## src/rtl/adder_pkg.sv

```systemverilog
// Shared definitions for the digit-serial adder/subtractor.
// Latency: n/a (types and constant functions only).
// Backpressure: n/a.
package adder_pkg;

    // Controller states of the serial adder.
    typedef enum logic [1:0] {
        S_IDLE = 2'd0,
        S_RUN  = 2'd1,
        S_DONE = 2'd2
    } state_t;

    // Ceiling log2, used to size the digit step counter.
    function automatic int clog2(input int n);
        int r;
        r = 0;
        for (int i = 0; i < 31; i++) begin
            if ((1 << i) < n) begin
                r = i + 1;
            end
        end
        return r;
    endfunction

endpackage

```

## src/rtl/digit_adder.sv

```systemverilog
// DIGIT-bit ripple-carry adder built from full-adder cells.
// Latency: combinational.
// Backpressure: none; pure function of x, y, ci.
module digit_adder #(
    parameter int DIGIT = 1
) (
    input  logic [DIGIT-1:0] x,
    input  logic [DIGIT-1:0] y,
    input  logic             ci,
    output logic [DIGIT-1:0] s,
`ifdef SERIAL_ADDER_OVF_EN
    output logic             cm,
`endif
    output logic             co
);

    logic [DIGIT:0] c;

    assign c[0] = ci;

    genvar i;
    generate
        for (i = 0; i < DIGIT; i++) begin : g_fa
            assign s[i]   = x[i] ^ y[i] ^ c[i];
            assign c[i+1] = (x[i] & y[i]) | (c[i] & (x[i] ^ y[i]));
        end
    endgenerate

    assign co = c[DIGIT];

`ifdef SERIAL_ADDER_OVF_EN
    // Carry into the top cell; XOR with co gives signed overflow on the last digit.
    assign cm = c[DIGIT-1];
`endif

endmodule

```

## src/rtl/serial_adder.sv

```systemverilog
// Digit-serial WIDTH-bit add/subtract, DIGIT bits per clock through one carry flop; optional ovf output under SERIAL_ADDER_OVF_EN.
// Latency: done pulses in the cycle after the (WIDTH/DIGIT)-th edge following the accepting edge; one op per N+2 cycles.
// Backpressure: start is only sampled in IDLE; requests while busy are dropped, caller waits for done/!busy.
module serial_adder
    import adder_pkg::*;
#(
    parameter int WIDTH = 8,   // >= 2
    parameter int DIGIT = 1    // must divide WIDTH
) (
    input  logic             clk,
    input  logic             rst,
    input  logic             start,
    input  logic             sub,
    input  logic [WIDTH-1:0] a,
    input  logic [WIDTH-1:0] b,
    input  logic             cin,
    output logic             busy,
    output logic             done,
    output logic [WIDTH-1:0] sum,
`ifdef SERIAL_ADDER_OVF_EN
    output logic             ovf,
`endif
    output logic             cout
);

    localparam int N     = WIDTH / DIGIT;
    localparam int CNT_W = (clog2(N) < 1) ? 1 : clog2(N);
    localparam logic [CNT_W-1:0] LAST = CNT_W'(N - 1);

    state_t           state;
    logic [WIDTH-1:0] a_sh;
    logic [WIDTH-1:0] b_sh;
    logic [WIDTH-1:0] res;
    logic             carry;
    logic [CNT_W-1:0] cnt;

    logic [DIGIT-1:0]       dsum;
    logic                   dco;
    logic [WIDTH+DIGIT-1:0] res_cat;
    logic [WIDTH-1:0]       res_next;
`ifdef SERIAL_ADDER_OVF_EN
    logic                   dcm;
`endif

    // The single adder slice works on the low digit of the operand shifters.
    digit_adder #(
        .DIGIT (DIGIT)
    ) u_digit (
        .x  (a_sh[DIGIT-1:0]),
        .y  (b_sh[DIGIT-1:0]),
        .ci (carry),
        .s  (dsum),
`ifdef SERIAL_ADDER_OVF_EN
        .cm (dcm),
`endif
        .co (dco)
    );

    // New digit enters the result from the MSB side; works for DIGIT == WIDTH too.
    assign res_cat  = {dsum, res};
    assign res_next = res_cat[WIDTH+DIGIT-1:DIGIT];

    // Control FSM plus datapath registers; outputs are registered and held between ops.
    always_ff @(posedge clk) begin
        if (rst) begin
            state <= S_IDLE;
            busy  <= 1'b0;
            done  <= 1'b0;
            sum   <= '0;
            cout  <= 1'b0;
            a_sh  <= '0;
            b_sh  <= '0;
            res   <= '0;
            carry <= 1'b0;
            cnt   <= '0;
`ifdef SERIAL_ADDER_OVF_EN
            ovf   <= 1'b0;
`endif
        end else begin
            case (state)
                S_IDLE: begin
                    done <= 1'b0;
                    if (start) begin
                        // Subtraction is a + ~b + 1; cin is ignored in that mode.
                        a_sh  <= a;
                        b_sh  <= sub ? ~b : b;
                        carry <= sub ? 1'b1 : cin;
                        cnt   <= '0;
                        busy  <= 1'b1;
                        state <= S_RUN;
                    end
                end
                S_RUN: begin
                    a_sh  <= a_sh >> DIGIT;
                    b_sh  <= b_sh >> DIGIT;
                    res   <= res_next;
                    carry <= dco;
                    cnt   <= cnt + 1'b1;
                    if (cnt == LAST) begin
                        // Visible result only changes here, so sum/cout are stable during RUN.
                        sum   <= res_next;
                        cout  <= dco;
`ifdef SERIAL_ADDER_OVF_EN
                        ovf   <= dcm ^ dco;
`endif
                        done  <= 1'b1;
                        state <= S_DONE;
                    end
                end
                S_DONE: begin
                    done  <= 1'b0;
                    busy  <= 1'b0;
                    state <= S_IDLE;
                end
                default: begin
                    done  <= 1'b0;
                    busy  <= 1'b0;
                    state <= S_IDLE;
                end
            endcase
        end
    end

endmodule

```

## config.mk

```make
export PLATFORM = sky130hd
export DESIGN_NAME = serial_adder
export DESIGN_NICKNAME = d
export VERILOG_FILES = /design/src/rtl/adder_pkg.sv /design/src/rtl/digit_adder.sv /design/src/rtl/serial_adder.sv
export SDC_FILE = /design/constraint.sdc
export NUM_CORES = 1
export LEC_CHECK = 0
export BUFFER_PORTS_ARGS = -buffer_cell sky130_fd_sc_hd__buf_4
export CAP_MARGIN = 0
export CORE_AREA = 3 3 62 64
export CTS_BUF_LIST = sky130_fd_sc_hd__clkbuf_4
export CTS_CLUSTER_SIZE = 12
export DETAILED_ROUTE_END_ITERATION = 10
export DIE_AREA = 0 0 65 67
export PLACE_DENSITY = 0.86
export SLEW_MARGIN = 20
export SYNTH_ARGS = -nofsm -noshare
export SYNTH_HDL_FRONTEND = slang
export SYNTH_HIERARCHICAL = 1
export SYNTH_SLANG_ARGS = --single-unit
export TNS_END_PERCENT = 10
```

## constraint.sdc

```tcl
create_clock -name clk -period 1.35 [get_ports clk]
set_clock_uncertainty 0.1 [all_clocks]
set_input_delay 0.27 -clock clk [delete_from_list [all_inputs] [get_ports clk]]
set_output_delay 0.27 -clock clk [all_outputs]
set_load 0.01 [all_outputs]
```

Word level (Yosys, flattened, before mapping)
Index checks and enable logic that the tools add are counted.
{ "op_classes": {"add_sub_neg": 1, "eq_ne": 4, "n_mux": 15, "n_bitwise": 7, "reduce_logical": 7} }
{ "op_table": {"columns": ["operator", "n"], "rows": [
  ["8-bit case mux with 2 select lines", 2],
  ["8-bit two-way mux", 3],
  ["8-bit NOT", 1],
  ["2-bit AND reduction", 4],
  ["3-bit case mux with 2 select lines", 1],
  ["2-bit two-way mux", 2],
  ["2-bit != test (second input constant)", 2],
  ["1-bit case mux with 2 select lines", 2],
  ["2-bit case mux with 2 select lines", 1],
  ["3-bit by 1-bit adder with 3-bit output (second input constant)", 1],
  ["3-bit equality test (second input constant)", 1],
  ["1-bit two-way mux", 3],
  ["3-bit two-way mux", 1],
  ["1-bit AND", 2],
  ["2-bit by 1-bit equality test with 1-bit output (second input constant)", 1],
  ["2-bit zero test", 1],
  ["2-bit nonzero test", 1],
  ["2-bit OR reduction", 1],
  ["1-bit bitwise XOR", 2],
  ["1-bit NOT", 1],
  ["1-bit bitwise OR", 1]
]} }
{ "totals": {"register_bits": 41, "inputBits": 21, "output_inout_bits": 11, "elab_cells": 44} }

Depth between registers and ports, before layout
{ "depth": {"word_depth": 4, "mapped_depth": 5, "ltp_nobuf": 5} }

Modules after synthesis
Netlist, hierarchy kept.
{ "modules_own_cells": {"columns": ["module", "n_inst", "cells_each", "area_per_inst_um2", "seq_area_each_um2"], "rows": [
  ["serial_adder", 1, 186, 1664.1, 800.8],
  ["digit_adder", 1, 1, 20.0, 0.0]
]} }

Worst setup path after synthesis
OpenSTA, ideal clock, no wires.
{ "synth_timing": {"path_kind": "reg2reg", "from": "reg cnt[0]", "to": "reg cout", "setup_time_ns": 0.128, "t_arrival_ns": 1.164, "t_required_ns": 1.122, "path_slack_ns": -0.041, "path_stages_with_launch": 6, "path_buffers": 0, "synth_period_minus_slack_ns": 1.391, "cell_sequence": "dfxtp_1 ha_1 ha_1 nand3b_1 mux2i_1 nor2_1"} }
{ "synth_between": {"elab_chain_len": 2} }
{ "synth_lines": {"columns": ["element", "line_no", "source"], "rows": [
  ["start, declared", "serial_adder.sv:35", "logic [CNT_W-1:0] cnt;"],
  ["start signal, assigned", "serial_adder.sv:98", "cnt <= cnt + 1'b1;"],
  ["3-bit equality test", "serial_adder.sv:99", "if (cnt == LAST) begin"],
  ["2-bit AND reduction (no source line)", null, null],
  ["end signal, assigned", "serial_adder.sv:102", "cout <= dco;"],
  ["end, declared", "serial_adder.sv:23", "output logic cout"]
]} }
No other way between the ends.
A chain may end at the register's enable or synchronous reset.

Worst setup path after layout
{ "layout_timing": {"from": "reg state[0]", "to": "reg a_sh[6]"} }
{ "layout_between": {"elab_chain_len": 3, "word_cells_on_any_way": 6, "cone_classes": "eq/ne (2); mux (1); reduce/logical (3)"} }
{ "layout_lines": {"columns": ["element", "line_no", "source"], "rows": [
  ["start, declared", "serial_adder.sv:30", "state_t state;"],
  ["start signal, assigned", "serial_adder.sv:66", "state <= S_IDLE;"],
  ["start signal, assigned", "serial_adder.sv:90", "state <= S_RUN;"],
  ["start signal, assigned", "serial_adder.sv:107", "state <= S_DONE;"],
  ["2-bit by 1-bit equality test with 1-bit output / 2-bit zero test (equally long branches)", "serial_adder.sv:80", "case (state)"],
  ["2-bit nonzero test (no source line) / 2-bit != test (equally long branches)", null, null],
  ["2-bit AND reduction (no source line)", null, null],
  ["end signal, assigned", "serial_adder.sv:94", "a_sh <= a_sh >> DIGIT;"],
  ["end, declared", "serial_adder.sv:31", "logic [WIDTH-1:0] a_sh;"]
]} }
Several ways; a longest one is shown, not always the timed one.

==> impl_metrics.tcl <==
set metrics [dict create \
    status "finished with violations" \
    violations "setup timing" \
    syn-mean-instance-area_sq_um 9.01 \
    place.port_buffers 31 \
    rows 21 \
    power_density_nw_per_um2 1040 \
    viasPerCell 5.28 \
    post-route-min-period_ps 1380 \
    arrival_ps 1530 \
    setup_ws_ps -30.5 \
    ant_nets 0 \
    grt_pass1_vias 1310 \
    ioPinCount 32 \
    maxCapViolCount 0 \
    firstDrtPassIters 4 \
    cts_buffers 5 \
    synthTopCellsByArea "dfxtp_1 (48%), a21oi_1 (6.2%), nand2_1 (5.3%)" \
    p_leak_uw 0.000887 \
    finalCritPeriodShare 1.02 \
    fp.dieW_microns 65 \
    fillCellCount 256 \
    core_sq_um 3340 \
    overflow 0 \
    grt_max_degree 25 \
    grt_pass1_wl_microns 6000 \
    ys_seq_area_frac 0.475 \
    hold_path_class "input port to flop" \
    yosysUniqueCellTypes 33 \
    worst_setup_path_end_kind "flop" \
    rsz0062_at_grt "yes" \
    yosysTopAreaCell "dfxtp_1" \
    cts_tree "yes" \
    cp.required_ps 1500 \
    start_util 0.505 \
    ctsHoldBuffers 0 \
    die_y_microns 67 \
    die_area_sq_um 4360 \
    drive_gt1_frac 0.378 \
    netlist_instances 187 \
    htreeDepth 2 \
    antenna_found_initial 0 \
    tightest_slew_ps 253 \
    drt_iter0_drc 66 \
    setup_viol 4 \
    final_max_slew_viol_count 0 \
    power_uw 2330 \
    peakVddDrop_v 0.000613 \
    cts_buffer_depth 2 \
    n_antenna_cell 0 \
    ys_seq_elements 40 \
    grtUsageTotal 0.183 \
    dr_total_vias 1474 \
    synth.top_cell.area_share 0.475 \
    synth-warning-count 6 \
    tns_ps -80.3 \
    syn_nets 211 \
    path_clk_slew_ps 120 \
    dp_hpwl_microns 2490 \
    nets 257 \
    netlist_area_sq_um 1680 \
    numClockSinks 40 \
    hold_viol_final 0 \
    routedWlPerCell_microns 13.6 \
    crit_type "flop to flop" \
    critPathMaxFanout 6 \
    fin_util 0.672 \
    clock-root-buffer "clkbuf_4" \
    area_delta_synth_final_pct 33.2 \
    max_freq_mhz 724 \
    max_slew_margin 0.831 \
    wl_microns 3800 \
    worstSkewPairLatency_ps 340 \
    drcViolationCount 0 \
    gp_congestion 0.748 \
    cp-start-kind "flop" \
]
## worst max-delay path, cell delays in order, from the launching register on
cell,delay [ps]
dfxtp_4,390
buf_6,130
buf_4,120
or3b_1,360
a21oi_2,130
nor3_1,50
## kinds of logic after synthesis
group,count (synthesis),share of synthesized area
muxes,1,0.00594
xor gates and xnor gates,8,0.0416
adders and majority gates,3,0.0267
DFF,40,0.475
and+or+nand+nor,76,0.231
buffers and inverters,15,0.0483
AOI/OAI and AO/OA,44,0.171
## through the flow
stage	area [sq um]	setup slack (ps)	hold WS, ps	std cells
after floorplan	1690	-15.1	309	187
after global placement	2070	-53.8	344	270
after detailed placement	2070	-110	348	270
after CTS	2170	-11.2	30.2	279
after global routing	2240	-84.9	17.6	279
final	2240	-30.5	37.1	279
## power breakdown
group          internal, uW  switching, uW  leakage (uW)  total, uW
clock network           190            385     0.0000271        575
logic                   247            207      0.000532        453
registers              1250           48.7      0.000329       1300
total                  1690            641      0.000887       2330
## state kept, by name, summed over array words and instances, names as in the netlist
name   count
a_sh       8
done       1
sum        8
carry      1
b_sh       8
res        7
cnt        3
cout       1
state      2
busy       1
## cells in the mapped netlist, drive strengths merged
cell type  number
clkbuf          3
nor3b           3
or3b            5
a221o           4
or4b            2
o22ai           5
nand2b          7
nand2          24
nor3            6
a211oi          1
xor2            1
mux2i           1
nand3b          1
nor2b           2
a22oi           9
fa              1
dfxtp          40
buf            12
o21ba           1
ha              2
a21oi          21
o21a            1
nor2           18
o21bai          1
xnor2           7
nand3           8
o31ai           1
## cell usage in the layout, fill, tap and decap left out, types with 4 or more instances in the layout
cell and instances:
dfxtp_1 35, nor3_1 6, dfxtp_2 4, clkbuf_4 5, nor2_1 16, a22oi_1 9
buf_6 4, nand2_1 23, a21oi_2 6, buf_4 49, nand3_1 8, nand2b_1 5
a21oi_1 15, a221o_1 4, o22ai_1 5, xnor2_1 7
## final cells by class
| cell class | instances | area [sq um] | share of cell area |
|---|---|---|---|
| clock buffers | 5 | 37.5 | 0.0167 |
| clock inverters | 2 | 12.5 | 0.00558 |
| multi-input cells | 132 | 893 | 0.398 |
| flip-flops and latches | 40 | 810 | 0.361 |
| well taps | 46 | 57.6 | 0.0257 |
| repair buffers | 54 | 433 | 0.193 |
## metal layers
| metal | vias up | routed length, microns | track usage | part of all wire |
|---|---|---|---|---|
| met1 | 690 | 1680 | 0.233 | 0.44 |
| met2 | 41 | 1880 | 0.286 | 0.50 |
| met3 | 6 | 182 | 0.0556 | 0.048 |
| li1 | 737 | - | - | - |
| met5 | - | 0 | 0 | 0 |
| met4 | 0 | 51 | 0.0765 | 0.013 |
## path summary, 6_finish.rpt
path                 start       to  cells past startpoint  slack, ps
setup / recovery  state[0]  a_sh[6]                      5        -30
hold / removal        a[1]  a_sh[1]                      2         40
setup reg to reg  state[0]  a_sh[6]                      5        -30
hold reg to reg     sum[7]   sum[7]                      2        360
## repair_timing
item,CTS,global route
buffers inserted,2,0
setup endpoints to repair,37,28
endpoints found under the hold margin,0,0
pin swaps,7,7
resized for setup,15,16
gates cloned,0,0
Note: power is estimated with default switching activity, not from simulation.
